==> src/rtl/pipeline_hazard_ctrl.sv <==
// pipeline_hazard_ctrl
//   Hazard controller for a 5-stage MIPS pipeline. Produces same-cycle
//   stall/bubble/flush controls for PC, IF/ID and ID/EX, plus EX-stage
//   operand forwarding selects, and keeps saturating stall/flush counters.
//
// Ports
//   clk, rst              clock, asynchronous active-high reset
//   ifid_rs/ifid_rt       source registers of the instruction in IF/ID
//   idex_rs/idex_rt       source registers of the instruction in ID/EX
//   idex_memread          ID/EX instruction is a load
//   exmem_wen/exmem_rd    EX/MEM register write enable / destination
//   memwb_wen/memwb_rd    MEM/WB register write enable / destination
//   branch_taken          EX-stage branch resolved taken
//   pc_write, ifid_write  1 = register may update
//   idex_bubble           1 = zero ID/EX control word this edge
//   flush                 1 = load IF/ID with NOP
//   fwd_a, fwd_b          00 regfile, 10 EX/MEM, 01 MEM/WB
//   state                 FSM state (debug)
//   stall_cnt, flush_cnt  saturating event counters
module pipeline_hazard_ctrl #(
  parameter int unsigned BRANCH_PENALTY = 2,
  parameter int unsigned CNT_W          = 16
) (
  input  logic             clk,
  input  logic             rst,
  input  logic [4:0]       ifid_rs,
  input  logic [4:0]       ifid_rt,
  input  logic [4:0]       idex_rs,
  input  logic [4:0]       idex_rt,
  input  logic             idex_memread,
  input  logic             exmem_wen,
  input  logic [4:0]       exmem_rd,
  input  logic             memwb_wen,
  input  logic [4:0]       memwb_rd,
  input  logic             branch_taken,
  output logic             pc_write,
  output logic             ifid_write,
  output logic             idex_bubble,
  output logic             flush,
  output logic [1:0]       fwd_a,
  output logic [1:0]       fwd_b,
  output logic [1:0]       state,
  output logic [CNT_W-1:0] stall_cnt,
  output logic [CNT_W-1:0] flush_cnt
);

  typedef enum logic [1:0] {
    RUN      = 2'b00,
    LU_STALL = 2'b01,
    FLUSH    = 2'b10
  } state_e;

  localparam logic [1:0]       PEN_LOAD = 2'(BRANCH_PENALTY - 1);
  localparam logic [CNT_W-1:0] CNT_ONE  = CNT_W'(1);

  state_e           state_q, state_d;
  logic [1:0]       pen_q, pen_d;
  logic [CNT_W-1:0] stall_cnt_q, stall_cnt_d;
  logic [CNT_W-1:0] flush_cnt_q, flush_cnt_d;
  logic             lu;
  logic             branch_accept;

  // Forwarding: EX/MEM result is younger, so it wins over MEM/WB.
  always_comb begin
    fwd_a = 2'b00;
    if (exmem_wen && exmem_rd != 5'd0 && exmem_rd == idex_rs)
      fwd_a = 2'b10;
    else if (memwb_wen && memwb_rd != 5'd0 && memwb_rd == idex_rs)
      fwd_a = 2'b01;
  end

  always_comb begin
    fwd_b = 2'b00;
    if (exmem_wen && exmem_rd != 5'd0 && exmem_rd == idex_rt)
      fwd_b = 2'b10;
    else if (memwb_wen && memwb_rd != 5'd0 && memwb_rd == idex_rt)
      fwd_b = 2'b01;
  end

  assign lu = idex_memread && (idex_rt != 5'd0) &&
              ((idex_rt == ifid_rs) || (idex_rt == ifid_rt));

  // Mealy control: outputs depend on current state and current inputs so
  // that stalls and flushes act on the same edge as detection.
  always_comb begin
    pc_write      = 1'b1;
    ifid_write    = 1'b1;
    idex_bubble   = 1'b0;
    flush         = 1'b0;
    branch_accept = 1'b0;
    state_d       = state_q;
    pen_d         = pen_q;
    case (state_q)
      RUN, LU_STALL: begin
        if (branch_taken) begin
          flush         = 1'b1;
          idex_bubble   = 1'b1;
          branch_accept = 1'b1;
          pen_d         = PEN_LOAD;
          state_d       = (BRANCH_PENALTY > 1) ? FLUSH : RUN;
        end else if (state_q == RUN && lu) begin
          pc_write    = 1'b0;
          ifid_write  = 1'b0;
          idex_bubble = 1'b1;
          state_d     = LU_STALL;
        end else begin
          state_d = RUN;
        end
      end
      FLUSH: begin
        // Inputs here belong to squashed instructions and are ignored.
        flush       = 1'b1;
        idex_bubble = 1'b1;
        if (pen_q <= 2'd1) begin
          pen_d   = 2'd0;
          state_d = RUN;
        end else begin
          pen_d = pen_q - 2'd1;
        end
      end
      default: begin
        pen_d   = 2'd0;
        state_d = RUN;
      end
    endcase
  end

  always_comb begin
    stall_cnt_d = stall_cnt_q;
    flush_cnt_d = flush_cnt_q;
    if (!pc_write && stall_cnt_q != '1)
      stall_cnt_d = stall_cnt_q + CNT_ONE;
    if (branch_accept && flush_cnt_q != '1)
      flush_cnt_d = flush_cnt_q + CNT_ONE;
  end

  always_ff @(posedge clk or posedge rst) begin
    if (rst) begin
      state_q     <= RUN;
      pen_q       <= '0;
      stall_cnt_q <= '0;
      flush_cnt_q <= '0;
    end else begin
      state_q     <= state_d;
      pen_q       <= pen_d;
      stall_cnt_q <= stall_cnt_d;
      flush_cnt_q <= flush_cnt_d;
    end
  end

  assign state     = state_q;
  assign stall_cnt = stall_cnt_q;
  assign flush_cnt = flush_cnt_q;

endmodule

==> config.mk <==
export PLATFORM = sky130hd
export DESIGN_NAME = pipeline_hazard_ctrl
export DESIGN_NICKNAME = d
export VERILOG_FILES = /design/src/rtl/pipeline_hazard_ctrl.sv
export SDC_FILE = /design/constraint.sdc
export NUM_CORES = 1
export LEC_CHECK = 0
export CAP_MARGIN = 20
export CORE_ASPECT_RATIO = 1.25
export CORE_UTILIZATION = 30
export CTS_BUF_LIST = sky130_fd_sc_hd__clkbuf_2
export DETAILED_ROUTE_END_ITERATION = 7
export MAX_ROUTING_LAYER = met4
export PLACE_DENSITY = 0.6
export SLEW_MARGIN = 0
export SYNTH_ARGS = -nofsm -noshare
export SYNTH_HDL_FRONTEND = slang
export SYNTH_SLANG_ARGS = --single-unit
==> constraint.sdc <==
create_clock -name clk -period 7.1 [get_ports clk]
set_clock_uncertainty 0.05 [all_clocks]
set_input_delay 1.775 -clock clk [delete_from_list [all_inputs] [get_ports clk]]
set_output_delay 1.775 -clock clk [all_outputs]
set_load 0.02 [all_outputs]
==> results of run 1 <==
==> routing by layer <==
metal | up-vias | track usage (%) | wire length, um
met5 | - | - | 0
met4 | 0 | 5.08 | 95
met3 | 7 | 3.21 | 286
met2 | 73 | 24.2 | 2500
met1 | 854 | 17.7 | 2140
li1 | 894 | - | -
==> power groups by stage <==
stage               registers, mW  clock network [mW]  logic [mW]
floorplan                   0.291                   0      0.0702
global placement            0.265                   0       0.185
detailed placement          0.266                   0       0.189
CTS                         0.262              0.0906       0.189
global route                0.267               0.101       0.203
finish                      0.261              0.0849       0.186
==> logic make-up after synthesis <==
logic type,share of synthesized area [%]
buffers and inverters,3.25
flip-flops,41.8
multiplexers,1.57
AO/OA/AOI/OAI,5.63
adder cells (fa/ha/maj),1.16
AND/OR/NAND/NOR,22.7
XOR/XNOR,24.0
==> cells in the mapped netlist (2+ instances only) <==
master    instances  share of area [%]
xnor2_1          21                8.5
xor2_1           38                 15
nor4_1           12                3.5
mux2_2            3                1.6
o21ai_0           3               0.70
ha_1              2                1.2
nor3_1            4               0.93
nand3_1          17                3.9
nor2b_1           4                1.2
buf_2             5                1.2
nor2_1           12                2.1
nand2b_1          2               0.58
dfrtp_1          36                 42
or4_1             4                1.4
and3_1            4                1.2
nand4b_1          2               0.81
nand4_1           3               0.87
nand2_1          14                2.4
buf_4             2               0.70
inv_1             4               0.70
==> metrics by stage <==
stage / instances / util, %
floorplan: 213 / -
global placement: 373 / 43.0
detailed placement: 373 / 43.0
CTS: 380 / 43.5
global route: 380 / 43.5
finish: 380 / 43.5
==> path summary, 6_finish.rpt <==
| check | start | endpoint | cells after the start |
|---|---|---|---|
| worst min-delay path | stall_cnt[8] | stall_cnt[8] | 1 |
| worst max-delay path | exmem_rd[2] | fwd_b[0] | 6 |
| max in group asynchronous | rst | state[1] | 3 |
| min in group asynchronous | rst | stall_cnt[8] | 3 |
| worst min register to register | stall_cnt[8] | stall_cnt[8] | 1 |
| worst max register to register | stall_cnt[6] | stall_cnt[15] | 5 |
==> registers in the layout (all words and copies together), names as in the netlist <==
name	count
state	2
stall_cnt	16
pen_q	2
flush_cnt	16
==> critical path, stage by stage <==
cell and delay, ps:
clkdlybuf4s50_1 490, or4_1 540, o21ai_0 250, nor4_1 120
nor4_1 320, clkdlybuf4s50_1 660
==> final cells by class <==
cell class                      instances  area share, %
Inverter                                4          0.495
Sequential cell                        36           29.7
Clock inverter                          2          0.248
Tap cell                               90           3.71
Multi-Input combinational cell        164           39.1
Timing Repair Buffer                   79           25.9
Clock buffer                            5          0.825
==> flow_summary.toml, run 1 <==
[die]
die_x_um = 77.8
start_util_pct = 30.9
coreArea_sq_mm = 0.00698
die_h_um = 96.8
fp-row-count = 34
ioPinCount = 78
die_area_sq_mm = 0.00754

[pwr]
p_int_mw = 0.348
clkPwrFrac_pct = 16.0
power_density_mw_per_mm2 = 175
peakVddDrop_uv = 109
comb_power_share_pct = 35.0
fin_total_pwr_mw = 0.532
switchingPower_mw = 0.184
sw_frac_of_total_pct = 34.6
leakagePower_nw = 1.24
power_frac_seq_pct = 49.0

[route]
antenna_left = 0
drt_iter0_drc = 51
wl_um = 5020
wire_per_inst_um = 13.2
dr.pass1.iters = 4
drc = 0
drt-vias-per-instance = 4.81
vias = 1828

[cts]
postCtsHoldBufs = 0
htreeDepth = 2
clock_sinks = 36
clk_pin_slew_ps = 180
cts_buffers = 5
clockRootBuffer = "clkbuf_2"
cts_resized = 0
cts_max_path_buffers = 2
cts_tree = "done"
post_cts_buffers = 0
clk_latency_ps = 370

[global_routing]
grt_max_degree = 37
antenna_found_initial = 0
first_global_vias = 1838
grt_remaining_overflow = 0
track_usage_pct = 14.7
grt_pass1_wl_um = 8580

[placement]
place_area_sq_mm = 0.00300
hpwl_um = 3920
numPortBuffers = 77
place_ws_ps = 1150
gp_congestion = 0.788

[cells_and_area]
final_common_cell = "clkdlybuf4s50_1"
area_delta_synth_final_pct = 40.6
layout_common_cells = "clkdlybuf4s50_1 (77), xor2_1 (38), dfrtp_1 (36)"
fill_cells = 685
ff_latch_area_sq_um = 901
nets = 328
finish.instance_area_sq_mm = 0.00303
drive_above_1_share_pct = 5.86
multi_input_area_sq_mm = 0.00119
diodes = 0

[sta]
worst_slack_ps = 1120
hold_ws_ps = 452
worst_pin_slew_ps = 463
fin_crit_ps = 5980
grt_setup_unrepaired = "false"
maxSlewHeadroom_pct = 69.1
slew_violations = 0
timing.final.crit_share_pct = 84.2
finalSetupViolCount = 0
fmaxAchievable_mhz = 167
finalHoldViolations = 0
fin_setup_tns_ps = 0

[logic_synthesis]
synth-main-ff-cell = "dfrtp_1"
ys_seq_elements = 36
syn-cell-area_sq_mm = 0.00216
netlist_instances = 213
synth_fp_nets = 251
ys_seq_area_share_pct = 41.8
async_flop_share_pct = 100
synth_cell_types = 41
avgSynthCellArea_sq_um = 10.1
yosysWarningCount = 0
synth_edf_count = 0

[setup_path]
crit_required_ps = 5280
worst_setup_path_start_kind = "primary input"
crit_path_end_kind = "output port"
r2r_slack_ps = 5100
cp.arrival_ps = 4150
criticalPathCategory = "primary input to output port"
crit_fanout = 3

[run_status]
status = "completed"

[hold_path]
hold_class = "register to register"

[run]
cap_violations = 0
(Power assumes the default switching activity.)
==> run 2, diff against run 1 <==
--- a/config.mk
+++ b/config.mk
@@ -11,7 +11,7 @@
 export CTS_BUF_LIST = sky130_fd_sc_hd__clkbuf_2
 export DETAILED_ROUTE_END_ITERATION = 7
 export MAX_ROUTING_LAYER = met4
-export PLACE_DENSITY = 0.6
+export PLACE_DENSITY = 0.62
 export SLEW_MARGIN = 0
 export SYNTH_ARGS = -nofsm -noshare
 export SYNTH_HDL_FRONTEND = slang
==> constraint.sdc (replaced) <==
create_clock -name clk -period 4.85 [get_ports clk]
set_clock_uncertainty 0.05 [all_clocks]
set_input_delay 1.2125 -clock clk [delete_from_list [all_inputs] [get_ports clk]]
set_output_delay 1.2125 -clock clk [all_outputs]
set_load 0.02 [all_outputs]
==> run 2 against run 1 <==
  * Critical path depth shrank 1
  * Via count shrank 1.1%
  * Global-route usage is essentially flat
  * Critical endpoint is now idex_bubble
  * Largest power group unchanged
==> flow_summary.toml, run 2 (synthesized netlist as in run 1, its figures left out) <==
[run_status]
status = "completed"

[die]
ioPinCount = 78
die_x_um = 77.8
start_util_pct = 30.9
die_area_sq_mm = 0.00754
fp-row-count = 34
die_h_um = 96.8
coreArea_sq_mm = 0.00698

[cts]
cts_resized = 0
cts_max_path_buffers = 2
clock_sinks = 36
clk_pin_slew_ps = 180
htreeDepth = 2
post_cts_buffers = 0
postCtsHoldBufs = 0
clk_latency_ps = 380
cts_buffers = 5
cts_tree = "done"
clockRootBuffer = "clkbuf_2"

[hold_path]
min_from = "stall_cnt[15]"
hold_class = "register to register"
hold_path_depth = 1

[placement]
dp_cells = 376
place_ws_ps = 70.6
gp_congestion = 0.802
hpwl_um = 3890
numPortBuffers = 77

[cells_and_area]
drive_above_1_share_pct = 7.48
final_common_cell = "clkdlybuf4s50_1"
area_delta_synth_final_pct = 42.3
fill_cells = 711
layout_common_cells = "clkdlybuf4s50_1 (75), xor2_1 (38), dfrtp_1 (36)"
nets = 331
layoutNonFillerInstCount = 385

[sta]
hold_ws_ps = 455
timing.final.crit_share_pct = 94.3
fin_setup_tns_ps = 0
fin_crit_ps = 4580
maxSlewHeadroom_pct = 40.7
finalSetupViolCount = 0
fmaxAchievable_mhz = 219
slew_violations = 0
grt_setup_unrepaired = "false"
finalHoldViolations = 0
worst_slack_ps = 274
worst_pin_slew_ps = 888

[route]
vias = 1807
wl_um = 4870
wl_met3_um = 289
wl_met2_um = 2350
wl_met1_um = 2120
antenna_left = 0
drt_iter0_drc = 58
dr.pass1.iters = 4
highest_layer = "met4"
drc = 0
wire_per_inst_um = 12.6
drt-vias-per-instance = 4.69

[global_routing]
first_global_vias = 1829
grt_max_degree = 25
grt_pass1_wl_um = 8620
grt_remaining_overflow = 0
antenna_found_initial = 1
track_usage_pct = 14.7

[pwr]
leakagePower_nw = 1.30
power_density_mw_per_mm2 = 257
fin_total_pwr_mw = 0.789
peakVddDrop_uv = 149

[setup_path]
worst_setup_path_start_kind = "primary input"
crit_start = "idex_rt[1]"
cpPeakStageDelay_ps = 610
crit_path_end_kind = "output port"
cp.arrival_ps = 3310
criticalPathCategory = "primary input to output port"
path_cells = "clkdlybuf4s50_1 > or4_4 > o21ai_0 > o21bai_1 > clkdlybuf4s50_1"
rr_worst_depth = 5
crit_required_ps = 3590
cp_common_cell = "clkdlybuf4s50_1"
crit_fanout = 5
timing.rr.start = "stall_cnt[6]"
crit_slowest_cell = "or4_4"

[run]
cap_violations = 0
-- run 2: cell count changes in the layout (fill, tap and decap cells not counted) --
| cell | before | now |
|---|---|---|
| buf_4 | 2 | 5 |
| clkdlybuf4s50_1 | 77 | 75 |
| clkinv_1 | 2 | 1 |
| clkinv_2 | 0 | 2 |
| diode_2 | 0 | 1 |
| dlymetal6s2s_1 | 0 | 2 |
-- run 2: area by class of cell --
| cell class | instances | area (sq um) | area share [%] |
|---|---|---|---|
| Sequential cell | 36 | 901 | 29.4 |
| Antenna cell | 1 | 2.50 | 0.0815 |
| Clock buffer | 5 | 25.0 | 0.815 |
| Tap cell | 90 | 113 | 3.67 |
| Timing Repair Buffer | 82 | 813 | 26.5 |
| Inverter | 4 | 15.0 | 0.489 |
| Clock inverter | 3 | 13.8 | 0.448 |
| Multi-Input combinational cell | 164 | 1190 | 38.6 |
-- run 2: where the power goes --
part	leakage, nW	switching, mW	internal [mW]	total [mW]
clock	0.0302	0.102	0.0324	0.134
sequential	0.478	0.0455	0.337	0.382
combinational	0.789	0.128	0.144	0.273
-- run 2: path summary, 6_finish.rpt --
| kind | to | slack [ps] |
|---|---|---|
| setup / recovery | idex_bubble | 270 |
| hold / removal | stall_cnt[15] | 450 |
| setup reg to reg | stall_cnt[15] | 2830 |
| hold reg to reg | stall_cnt[15] | 450 |
| max in group asynchronous | flush_cnt[6] | 2780 |
| min in group asynchronous | flush_cnt[0] | 1240 |
-- run 2: worst max-delay path: cells and delay by family --
| family | cells | cell delay, ps |
|---|---|---|
| AO/OA/AOI/OAI | 2 | 390 |
| AND/OR/NAND/NOR | 1 | 610 |
| buffers and inverters | 2 | 1100 |
-- run 2: per-layer routing --
layer,up-vias,global-route usage (%)
met4,0,7.40
met5,-,-
li1,901,-
met2,69,23.0
met1,827,17.8
met3,10,3.21
-- run 2: metrics by stage --
stage	utilization [%]	cell area (sq um)
final	44.0	3070
after detailed placement	43.3	3020
after floorplan	-	2160
after global placement	43.3	3020
after global routing	44.0	3070
after CTS	43.9	3060
